## config.mk

```make
export PLATFORM = sky130hd
export DESIGN_NAME = io_responder
export DESIGN_NICKNAME = d
export VERILOG_FILES = /design/src/rtl/io_pkg.sv /design/src/rtl/uart_tx.sv /design/src/rtl/io_responder.sv
export SDC_FILE = /design/constraint.sdc
export NUM_CORES = 1
export LEC_CHECK = 0
export CORE_MARGIN = 2
export CORE_UTILIZATION = 35
export DETAILED_ROUTE_END_ITERATION = 10
export GPL_TIMING_DRIVEN = 0
export PLACE_DENSITY = 0.66
export RECOVER_POWER = 25
export SYNTH_ARGS = -nofsm -noshare
export SYNTH_HDL_FRONTEND = slang
export SYNTH_SLANG_ARGS = --single-unit
```

## constraint.sdc

```tcl
create_clock -name clk -period 3.3 [get_ports clk]
set_input_delay 0.33 -clock clk [delete_from_list [all_inputs] [get_ports clk]]
set_output_delay 0.33 -clock clk [all_outputs]
set_load 0.01 [all_outputs]
```

## src/rtl/io_pkg.sv

```systemverilog
// Shared constants for the IO page: address decode, register offsets,
// STATUS bit positions and the UART transmitter state encoding.
package io_pkg;

  localparam int IO_PAGE_BIT = 22;

  localparam logic [2:0] OFF_LEDS    = 3'd0;
  localparam logic [2:0] OFF_TXDATA  = 3'd1;
  localparam logic [2:0] OFF_STATUS  = 3'd2;
  localparam logic [2:0] OFF_TXCOUNT = 3'd3;

  localparam int STATUS_BUSY_BIT = 0;
  localparam int STATUS_OVF_BIT  = 1;

  typedef enum logic [1:0] {
    TX_IDLE  = 2'd0,
    TX_START = 2'd1,
    TX_DATA  = 2'd2,
    TX_STOP  = 2'd3
  } tx_state_t;

endpackage

```

## src/rtl/uart_tx.sv

```systemverilog
// 8N1 UART serialiser: start bit, eight data bits LSB first, stop bit,
// each held BAUD_DIV clocks. done pulses on the last stop-bit cycle.
module uart_tx
  import io_pkg::*;
#(
  parameter int BAUD_DIV = 434
) (
  input  logic       clk,
  input  logic       reset,
  input  logic       start,
  input  logic [7:0] data,
  output logic       busy,
  output logic       done,
  output logic       txd
);

  localparam logic [15:0] BAUD_LAST = 16'(BAUD_DIV - 1);

  tx_state_t   r_state;
  logic [15:0] r_baud;
  logic [2:0]  r_bit;
  logic [7:0]  r_shift;
  logic        r_txd;
  logic        r_busy;
  logic        w_baud_end;

  assign w_baud_end = (r_baud == BAUD_LAST);

  always_ff @(posedge clk) begin
    if (reset) begin
      r_state <= TX_IDLE;
      r_baud  <= '0;
      r_bit   <= '0;
      r_shift <= '0;
      r_txd   <= 1'b1;
      r_busy  <= 1'b0;
    end else begin
      case (r_state)
        TX_IDLE: begin
          if (start) begin
            r_state <= TX_START;
            r_shift <= data;
            r_txd   <= 1'b0;
            r_busy  <= 1'b1;
            r_baud  <= '0;
            r_bit   <= '0;
          end
        end
        TX_START: begin
          if (w_baud_end) begin
            r_state <= TX_DATA;
            r_baud  <= '0;
            r_txd   <= r_shift[0];
          end else begin
            r_baud <= r_baud + 16'd1;
          end
        end
        TX_DATA: begin
          if (w_baud_end) begin
            r_baud <= '0;
            if (r_bit == 3'd7) begin
              r_state <= TX_STOP;
              r_bit   <= '0;
              r_txd   <= 1'b1;
            end else begin
              // Look one bit ahead so txd changes on the same edge as the shift
              r_bit   <= r_bit + 3'd1;
              r_shift <= {1'b0, r_shift[7:1]};
              r_txd   <= r_shift[1];
            end
          end else begin
            r_baud <= r_baud + 16'd1;
          end
        end
        TX_STOP: begin
          if (w_baud_end) begin
            r_state <= TX_IDLE;
            r_baud  <= '0;
            r_busy  <= 1'b0;
            r_txd   <= 1'b1;
          end else begin
            r_baud <= r_baud + 16'd1;
          end
        end
        default: begin
          r_state <= TX_IDLE;
          r_baud  <= '0;
          r_bit   <= '0;
          r_txd   <= 1'b1;
          r_busy  <= 1'b0;
        end
      endcase
    end
  end

  assign busy = r_busy;
  assign txd  = r_txd;
  assign done = (r_state == TX_STOP) && w_baud_end;

endmodule

```

## src/rtl/io_responder.sv

```systemverilog
// Memory-mapped IO page: LED register, UART transmit data, status and a
// completed-frame counter. Reads return registered data one cycle later.
module io_responder
  import io_pkg::*;
#(
  parameter int BAUD_DIV = 434
) (
  input  logic        clk,
  input  logic        reset,
  input  logic [31:0] mem_addr,
  input  logic        mem_rstrb,
  input  logic [31:0] mem_wdata,
  input  logic [3:0]  mem_wmask,
  output logic [31:0] mem_rdata,
  output logic [3:0]  leds,
  output logic        txd
);

  logic [31:0] r_rdata;
  logic [3:0]  r_leds;
  logic        r_ovf;
  logic [7:0]  r_txcount;

  logic        w_sel;
  logic [2:0]  w_off;
  logic        w_wr;
  logic        w_rd;
  logic        w_tx_wr;
  logic        w_start;
  logic        w_ovf_set;
  logic        w_status_rd;
  logic        w_busy;
  logic        w_done;
  logic [31:0] w_rd_val;
  logic        w_unused;

  assign w_sel       = mem_addr[IO_PAGE_BIT];
  assign w_off       = mem_addr[4:2];
  assign w_wr        = w_sel && (mem_wmask != 4'b0000);
  assign w_rd        = w_sel && mem_rstrb;
  assign w_tx_wr     = w_wr && (w_off == OFF_TXDATA) && mem_wmask[0];
  assign w_start     = w_tx_wr && !w_busy;
  assign w_ovf_set   = w_tx_wr && w_busy;
  assign w_status_rd = w_rd && (w_off == OFF_STATUS);

  assign w_unused = ^{mem_addr[31:23], mem_addr[21:5], mem_addr[1:0], mem_wdata[31:8]};

  uart_tx #(
    .BAUD_DIV(BAUD_DIV)
  ) u_tx (
    .clk   (clk),
    .reset (reset),
    .start (w_start),
    .data  (mem_wdata[7:0]),
    .busy  (w_busy),
    .done  (w_done),
    .txd   (txd)
  );

  // Read mux works on current register values, so a same-cycle write is not visible
  always_comb begin
    w_rd_val = '0;
    case (w_off)
      OFF_LEDS:    w_rd_val = {28'd0, r_leds};
      OFF_STATUS: begin
        w_rd_val[STATUS_BUSY_BIT] = w_busy;
        w_rd_val[STATUS_OVF_BIT]  = r_ovf;
      end
      OFF_TXCOUNT: w_rd_val = {24'd0, r_txcount};
      default:     w_rd_val = '0;
    endcase
  end

  always_ff @(posedge clk) begin
    if (reset) begin
      r_rdata   <= '0;
      r_leds    <= '0;
      r_ovf     <= 1'b0;
      r_txcount <= '0;
    end else begin
      if (w_rd)
        r_rdata <= w_rd_val;
      if (w_wr && (w_off == OFF_LEDS) && mem_wmask[0])
        r_leds <= mem_wdata[3:0];
      // A dropped write wins over the clear from a simultaneous STATUS read
      if (w_ovf_set)
        r_ovf <= 1'b1;
      else if (w_status_rd)
        r_ovf <= 1'b0;
      if (w_done)
        r_txcount <= r_txcount + 8'd1;
    end
  end

  assign mem_rdata = r_rdata;
  assign leds      = r_leds;

endmodule
```

[Yosys cells after proc, flatten, opt, wreduce, memory -nomap -nowiden]
Index checks and enable logic that the tools add are counted.
Word-level totals
  bits in registers: 76
  input port bits: 71
  output and inout port bits: 37
  logic and storage cells: 80
Cells by class
  add/sub/neg operators: 3
  eq/ne operators: 14
  muxes and demuxes: 30
  reductions and logical operators: 23
Operators by type and width (count)
  $mux W16: 2
  $pmux W16 S2: 1
  $mux W8: 3
  $add A16 B1 Y16 const B: 1
  $eq A16 B9 Y1 const B: 1
  $pmux W8 S2: 1
  $pmux W6 S2: 1
  $logic_and A1 B1 Y1: 10
  $mux W2: 5
  $ne A2 B1 Y1 const B: 5
  $mux W1: 9
  $mux W3: 3
  $add A8 B1 Y8 const B: 1
  $pmux W2 S4: 1
  $reduce_and A4 Y1: 2
  $eq A3 B2 Y1 const B: 2
  $pmux W2 S3: 1
  $pmux W3 S2: 1
  $reduce_and A3 Y1: 2
  $reduce_bool A2 Y1: 3
  $reduce_and A5 Y1: 1
  $eq A2 B2 Y1 const B: 2
  $pmux W1 S4: 1
  $reduce_bool A4 Y1: 1
  10 further kinds: 10

[Longest topological paths before layout]
Gate-level depths: netlist (run 1).
  word-level depth: 7
  depth in mapped cells: 8
  depth with buffers taken out: 7

[Hierarchy]
A second synthesis (run 1) with hierarchy kept.
Second synthesis, totals
  cells, all modules: 350
  area total of the unflattened synthesis: 2915.3 sq um
Modules (own cells, without submodules)
  uart_tx: times used 1, cells an instance 221, area an instance 1791.7 sq um, sequential area each 620.6 sq um
  io_responder: times used 1, cells an instance 129, area an instance 1123.6 sq um, sequential area each 420.4 sq um

[Worst setup path after synthesis (run 1)]
OpenSTA, ideal clock, no wires.
  path kind: register to register
  start point: reg u_tx.r_baud[9]
  end point: reg u_tx.r_baud[7]
  library setup time: 0.114 ns
  arrival: 1.867 ns
  required time: 3.186 ns
  slack: 1.319 ns
  stages on the path, launching flop included: 7
  buffers on the path: 1
  period minus slack after synthesis: 1.981 ns
  cell sequence: dfxtp_1 > or4_4 > nor4_4 > buf_6 > o21ai_2 > a32o_1 > a21o_1
Between the ends
  longest elaborated chain between the ends: 3
Ends and longest elaborated chain
  from (decl): RTL line uart_tx.sv:20  | logic [15:0] r_baud;
  from (signal assigned): RTL line uart_tx.sv:55  | r_baud <= r_baud + 16'd1;
  from (signal assigned): RTL line uart_tx.sv:72  | r_baud <= r_baud + 16'd1;
  from (signal assigned): RTL line uart_tx.sv:82  | r_baud <= r_baud + 16'd1;
  $eq A16 B9 Y1: RTL line uart_tx.sv:27  | assign w_baud_end = (r_baud == BAUD_LAST);
  $mux W16: RTL line uart_tx.sv:50, uart_tx.sv:59, uart_tx.sv:76
  $pmux W16 S2: RTL line uart_tx.sv:38  | case (r_state)
Every way passes these cells.
A chain may end at the register's enable or synchronous reset.

[Worst setup path after layout (run 1)]
  start point: in mem_addr[4]
  end point: reg u_tx.r_baud[0]
Between the ends
  longest elaborated chain between the ends: 5
Ends and longest elaborated chain
  from (decl): RTL line io_responder.sv:10  | input logic [31:0] mem_addr,
  $eq A3 B1 Y1: RTL line io_responder.sv:41  | assign w_tx_wr = w_wr && (w_off == OFF_TXDATA) && mem_wmask[0];
  $logic_and A1 B1 Y1 (2 in a row): RTL line io_responder.sv:41
  $logic_and A1 B1 Y1: RTL line io_responder.sv:42  | assign w_start = w_tx_wr && !w_busy;
  $ne A2 B1 Y1 (no line)
Every way passes these cells.

==> results of run 1 <==
## flip-flops by register name (all words and copies together), names as in the netlist
| signal | count |
|---|---|
| r_ovf | 1 |
| u_tx.r_baud | 16 |
| mem_rdata | 8 |
| u_tx.r_shift | 8 |
| u_tx.busy | 1 |
| u_tx.txd | 1 |
| r_txcount | 8 |
| leds | 4 |
| u_tx.r_bit | 3 |
| u_tx.r_state | 2 |
## kinds of logic (layout without fill, tap and decap cells)
logic type	after synthesis	after routing	synth area share
AO/OA/AOI/OAI	72	72	0.1917
XOR/XNOR	14	14	0.04250
adder cells (fa/ha/maj)	10	10	0.04337
buffers and inverters	47	82	0.1136
flip-flops	52	52	0.3608
multiplexers	11	11	0.03946
other	1	24	0.001300
AND/OR/NAND/NOR	111	111	0.2073
## routing by layer
layer / part of all wire / up-vias
li1: - / 1233
met1: 0.45 / 1166
met2: 0.49 / 55
met3: 0.050 / 5
met4: 0.0053 / 0
met5: 0 / -
## Yosys cell counts, types with 2 or more instances
library cell	number
a21o_1	2
a21oi_1	19
a21oi_2	3
a22o_1	7
a22oi_1	8
a311oi_1	4
a311oi_2	3
a32o_1	2
a32oi_1	3
and2_1	5
and3_1	7
and4_1	2
buf_2	2
buf_4	25
buf_6	2
clkbuf_1	7
clkbuf_8	2
dfxtp_1	52
ha_1	10
inv_1	7
mux2_2	3
mux2i_1	8
nand2_1	17
nand3_1	12
nand4_1	14
nor2_1	31
nor2b_1	3
nor3_1	2
nor3b_1	2
nor4_1	3
o211ai_1	2
o21ai_0	3
o22ai_1	3
o31ai_1	3
or3_1	3
or4_1	2
xor2_1	14
## through the flow
step / utilization / total power, uW / cells
finish: 0.4281 / 1640 / 481
global route: 0.4281 / 1732 / 481
CTS: 0.4281 / 1652 / 481
detailed placement: 0.4168 / 1278 / 473
global placement: 0.4168 / 1269 / 473
floorplan: - / 1145 / 341
## layout by cell type, fill, tap and decap left out, drive strengths merged, types with 8 or more instances in the layout
cell	netlist	layout
a21oi	22	22
and3	8	8
dlygate4sd3	0	14
conb	1	24
buf	30	30
a22oi	8	8
inv	7	8
nand3	12	12
nor2	32	32
clkbuf	10	15
nand2	17	17
ha	10	10
mux2i	8	8
clkdlybuf4s50	0	13
nand4	14	14
dfxtp	52	52
xor2	14	14
## worst register-to-register path: cells and delay by family, from the launching register on
kind	cells	cell delay, ps
buffers and inverters	1	170
DFF	1	370
muxes	1	300
and+or+nand+nor	4	1230
## where the power goes
group	switching, uW	leakage (uW)	internal, uW
logic	314	0.000923	236
clock network	224	0.0000485	152
registers	34.8	0.000420	679
total	573	0.00139	1070
## worst max-delay path by stage
stage	slack, ps	from	endpoint	cells after the start
floorplan	1320	u_tx.r_baud[9]	u_tx.r_baud[7]	6
detailed placement	620	mem_addr[4]	u_tx.r_baud[0]	7
finish	810	mem_addr[4]	u_tx.r_baud[0]	7
CTS	950	mem_addr[4]	u_tx.r_baud[0]	7
global placement	600	mem_addr[4]	u_tx.r_baud[0]	7
global route	640	mem_addr[4]	u_tx.r_baud[12]	8
## cell type report
type,instances,area (sq um)
Buffer,40,301.5
Clock buffer,5,68.82
Clock inverter,3,22.52
Fill cell,830,4628
Inverter,7,26.28
Multi-Input combinational cell,242,1603
Sequential cell,52,1041
Tap cell,105,131.4
Timing Repair Buffer,27,270.3
==> impl_metrics.ini, run 1 <==
[critical_path]
critical_path.top_delay_family = buffers and inverters
cp_slowest_stage_delay_ps = 580
critPathCaptureType = register
critPathSlowestCell = dlygate4sd3_1
cp_cell_sequence = dlygate4sd3_1 > and3b_1 > clkbuf_1 > a21o_1 > clkbuf_1 > nor2_1 > mux2_2
critPathLaunchType = primary input
crit_required_ps = 3500
cp_max_fo = 10
reg2reg_slack_ps = 1120
cp.buffers_inverters = 3
path_class = in -> reg
r2r-start = u_tx.r_baud[9]
ff2ff_path_depth = 6
crit_path_frequent_cell = clkbuf_1
reg2reg_to = u_tx.r_baud[0]
cp_data_arrival_time_ps = 2690

[routing]
wl_per_cell_um = 13.37
drt_first_pass_iters = 4
vias = 2459
viasPerCell = 5.112
totalWireLength_mm = 6.432
detail_route.iter0.violations = 131
drc_errors = 0
antenna_left = 0

[sta]
holdWs_ps = 450.8
max-slew-margin-rel = 0.4848
worst_slew_pin_slew_ps = 772.7
setup_viol = 0
finalHoldViolations = 0
setup_ws_ps = 812.7
period_minus_slack_ps = 2487
max_freq_mhz = 402.1
clock_skew_ps = 10.66
rsz0062_at_grt = false
tns_ps = 0
finalCritPeriodShare = 0.7537
maxSlewViolCount = 0

[floorplan]
start_util = 0.3565
fp.dieW_um = 94.80
rows = 33
core_sq_um = 8093
ios = 108
die_h_um = 94.80
dieArea_sq_um = 8986

[final_layout]
nNetsFinal = 456
design_area_sq_um = 3465
layout-drive-gt1-share = 0.1569
n_antenna_cell = 0
area_growth_pct = 20.08

[grt]
use_met2 = 0.2642
grt_pass1_vias = 2376
overflow = 0
grt_use_total = 0.1479
grt-busiest-layer = met2
grt_pass1_wl_mm = 10.72
use_met1 = 0.1762
globalRouteMet3Util = 0.03033
antenna_found_initial = 0
grt_max_degree = 18

[placement]
place.gp.congestion = 0.8307
dp_slack_ps = 624.9
io_buffers = 27
dpl_cell_area_sq_um = 3373
dp_hpwl_mm = 4.709

[yosys]
synthFlopType = dfxtp_1
async_reset_ff_frac = 0
synth-seq-cells = 52
synth.area.top_cells = dfxtp_1 (36%), buf_4 (6.5%), ha_1 (4.3%)
yosysTopAreaCell = dfxtp_1
yosysSeqAreaShare = 0.3608
synth_cell_types = 58
syn_avg_cell_area_sq_um = 9.073
yosys_warnings = 0
netlist.area_leader.share = 0.3608
synthCells = 318
netlist_area_sq_um = 2885
synth_edf_count = 0

[worst_hold_path]
hp-class = in -> reg
min_to = r_ovf
min_path_cells = 3
hp-start = mem_addr[2]

[clock_network]
clk_latency_ps = 310
cts_tree = done
cts_setup_buffers = 0
cts.sinks = 52
cts_resized = 0
numCtsBuffers = 5
root_buffer = clkbuf_8
clkSlewWorstSetupHoldPaths_ps = 100
cts_hold_buf = 0
cts_buffer_depth = 2
htreeDepth = 2

[power]
ir_worst_vdd_mv = 0.2187
p_leak_uw = 0.001391
p_per_area_nw_per_um2 = 473.4

[flow_run]
cap_violations = 0

[outcome]
status = finished clean
Note: power is estimated with default switching activity, not from simulation.
==> run 2, diff against run 1 <==
--- a/config.mk
+++ b/config.mk
@@ -9,7 +9,7 @@
 export CORE_UTILIZATION = 35
 export DETAILED_ROUTE_END_ITERATION = 10
 export GPL_TIMING_DRIVEN = 0
-export PLACE_DENSITY = 0.66
+export PLACE_DENSITY = 0.68
 export RECOVER_POWER = 25
 export SYNTH_ARGS = -nofsm -noshare
 export SYNTH_HDL_FRONTEND = slang
==> constraint.sdc (replaced) <==
create_clock -name clk -period 2.2 [get_ports clk]
set_input_delay 0.22 -clock clk [delete_from_list [all_inputs] [get_ports clk]]
set_output_delay 0.22 -clock clk [all_outputs]
set_load 0.01 [all_outputs]
==> impl_metrics.ini, run 2 (synthesis gave the netlist of run 1 again) <==
[critical_path]
ff2ff_path_depth = 6
critPathLaunchType = primary input
cp_max_fo = 10
cp_data_arrival_time_ps = 2300
crit_required_ps = 2400
path_class = in -> reg
critPathCaptureType = register

[final_layout]
fillers = 833
final_common_cell = dfxtp_1
max_flop_register = u_tx.r_baud
layout_common_cells = dfxtp_1 (50), nor2_1 (31), buf_4 (26)
area_growth_pct = 20.95
regArea_sq_um = 1046
nNetsFinal = 457
n_antenna_cell = 0
finalNonFillerCells = 482
multi_input_comb_area_sq_um = 1610
largest_reg_flops = 16
layout-drive-gt1-share = 0.1698

[clock_network]
cts_tree = done
clk_latency_ps = 310
numCtsBuffers = 5
htreeDepth = 2
clkSlewWorstSetupHoldPaths_ps = 90
cts_buffer_depth = 2
root_buffer = clkbuf_8
cts.sinks = 52
cts_hold_buf = 0

[grt]
grt_pass1_vias = 2309
overflow = 0
grt_pass1_wl_mm = 10.63
antenna_found_initial = 0
grt_max_degree = 17
grt_use_total = 0.1492

[floorplan]
dieArea_sq_um = 8986
fp.dieW_um = 94.80
rows = 33
core_sq_um = 8093
ios = 108
die_h_um = 94.80
start_util = 0.3565

[sta]
setup_ws_ps = 91.51
maxSlewViolCount = 0
worst_slew_pin_slew_ps = 547.5
finalCritPeriodShare = 0.9584
max_freq_mhz = 474.3
finalHoldViolations = 0
period_minus_slack_ps = 2108
setup_viol = 0
clock_skew_ps = 13.06
tns_ps = 0
max-slew-margin-rel = 0.6337

[routing]
viasPerCell = 5.129
vias = 2472
detail_route.iter0.violations = 134
totalWireLength_mm = 6.544
drc_errors = 0
drt_first_pass_iters = 4
antenna_left = 0
wl_per_cell_um = 13.58

[power]
p_per_area_nw_per_um2 = 703.9
comb_power_share = 0.341
netSwitchingPower_uw = 849.7
p_seq_frac = 0.436
swShare = 0.3459
clockPowerShare = 0.224
ir_worst_vdd_mv = 0.4095
p_leak_uw = 0.001397
p_int_uw = 1607

[placement]
dp_hpwl_mm = 4.835
place.gp.congestion = 0.8904
io_buffers = 27
dp_slack_ps = -403.9
placedCellCount = 473

[worst_hold_path]
min_path_cells = 3
hp-class = in -> reg

[flow_run]
cap_violations = 0

[outcome]
status = finished clean
-- run 2: worst paths after layout --
| path | from | to | slack [ps] |
|---|---|---|---|
| hold reg to reg | leds[1] | leds[1] | 480 |
| setup reg to reg | u_tx.r_baud[10] | u_tx.r_baud[7] | 110 |
| setup / recovery | mem_addr[4] | u_tx.r_baud[0] | 90 |
| hold / removal | mem_addr[2] | r_ovf | 360 |
-- run 2: worst max-delay path, cell delays in order --
cell and delay (ps):
clkdlybuf4s50_1 450, and3b_1 230, clkbuf_1 380, a21o_1 310, clkbuf_2 320, nor2_1 120, mux2_2 270
-- run 2: stage by stage --
stage / hold WS [ps] / utilization / total power (uW) / area (sq um)
finish: 361.7 / 0.4312 / 2456 / 3490
global placement: 473.0 / 0.4168 / 1894 / 3373
global route: 400.9 / 0.4312 / 2600 / 3490
CTS: 351.9 / 0.4280 / 2462 / 3463
floorplan: 316.9 / - / 1717 / 2972
detailed placement: 467.3 / 0.4168 / 1914 / 3373
-- run 2: area by class of cell --
class | instances | area share
multi-input combinational | 242 | 0.4615
sequential | 52 | 0.2997
buffer | 40 | 0.08856
timing repair buffer | 28 | 0.07960
tap | 105 | 0.03765
clock buffer | 6 | 0.02080
inverter | 7 | 0.007530
clock inverter | 2 | 0.004661
-- run 2: metal layers --
| layer | global-route usage | routed length (um) | vias up |
|---|---|---|---|
| met1 | 0.1825 | 2949 | 1169 |
| met4 | 0.04227 | 87 | 0 |
| li1 | - | - | 1239 |
| met3 | 0.03113 | 315 | 9 |
| met5 | 0 | 0 | - |
| met2 | 0.2636 | 3191 | 55 |
-- run 2: what timing repair did --
action | in CTS | in global routing
buffers inserted | 0 | 1
pin swaps | 0 | 4
setup endpoints to repair | 10 | 12
gates resized for setup | 1 | 8
-- run 2: power groups by stage --
stage,Clock [uW],Sequential (uW),Combinational [uW]
4_1_cts,565,1070,826
3_5_place_dp,0,1090,822
2_1_floorplan,0,1080,634
5_1_grt,598,1080,922
6_report,549,1070,837
3_3_place_gp,0,1090,804
==> run 3, diff against run 2 <==
--- a/config.mk
+++ b/config.mk
@@ -14,3 +14,4 @@
 export SYNTH_ARGS = -nofsm -noshare
 export SYNTH_HDL_FRONTEND = slang
 export SYNTH_SLANG_ARGS = --single-unit
+export TNS_END_PERCENT = 50
==> results of run 3 <==
Final layout, timing and power as in run 2 (identical DEF).
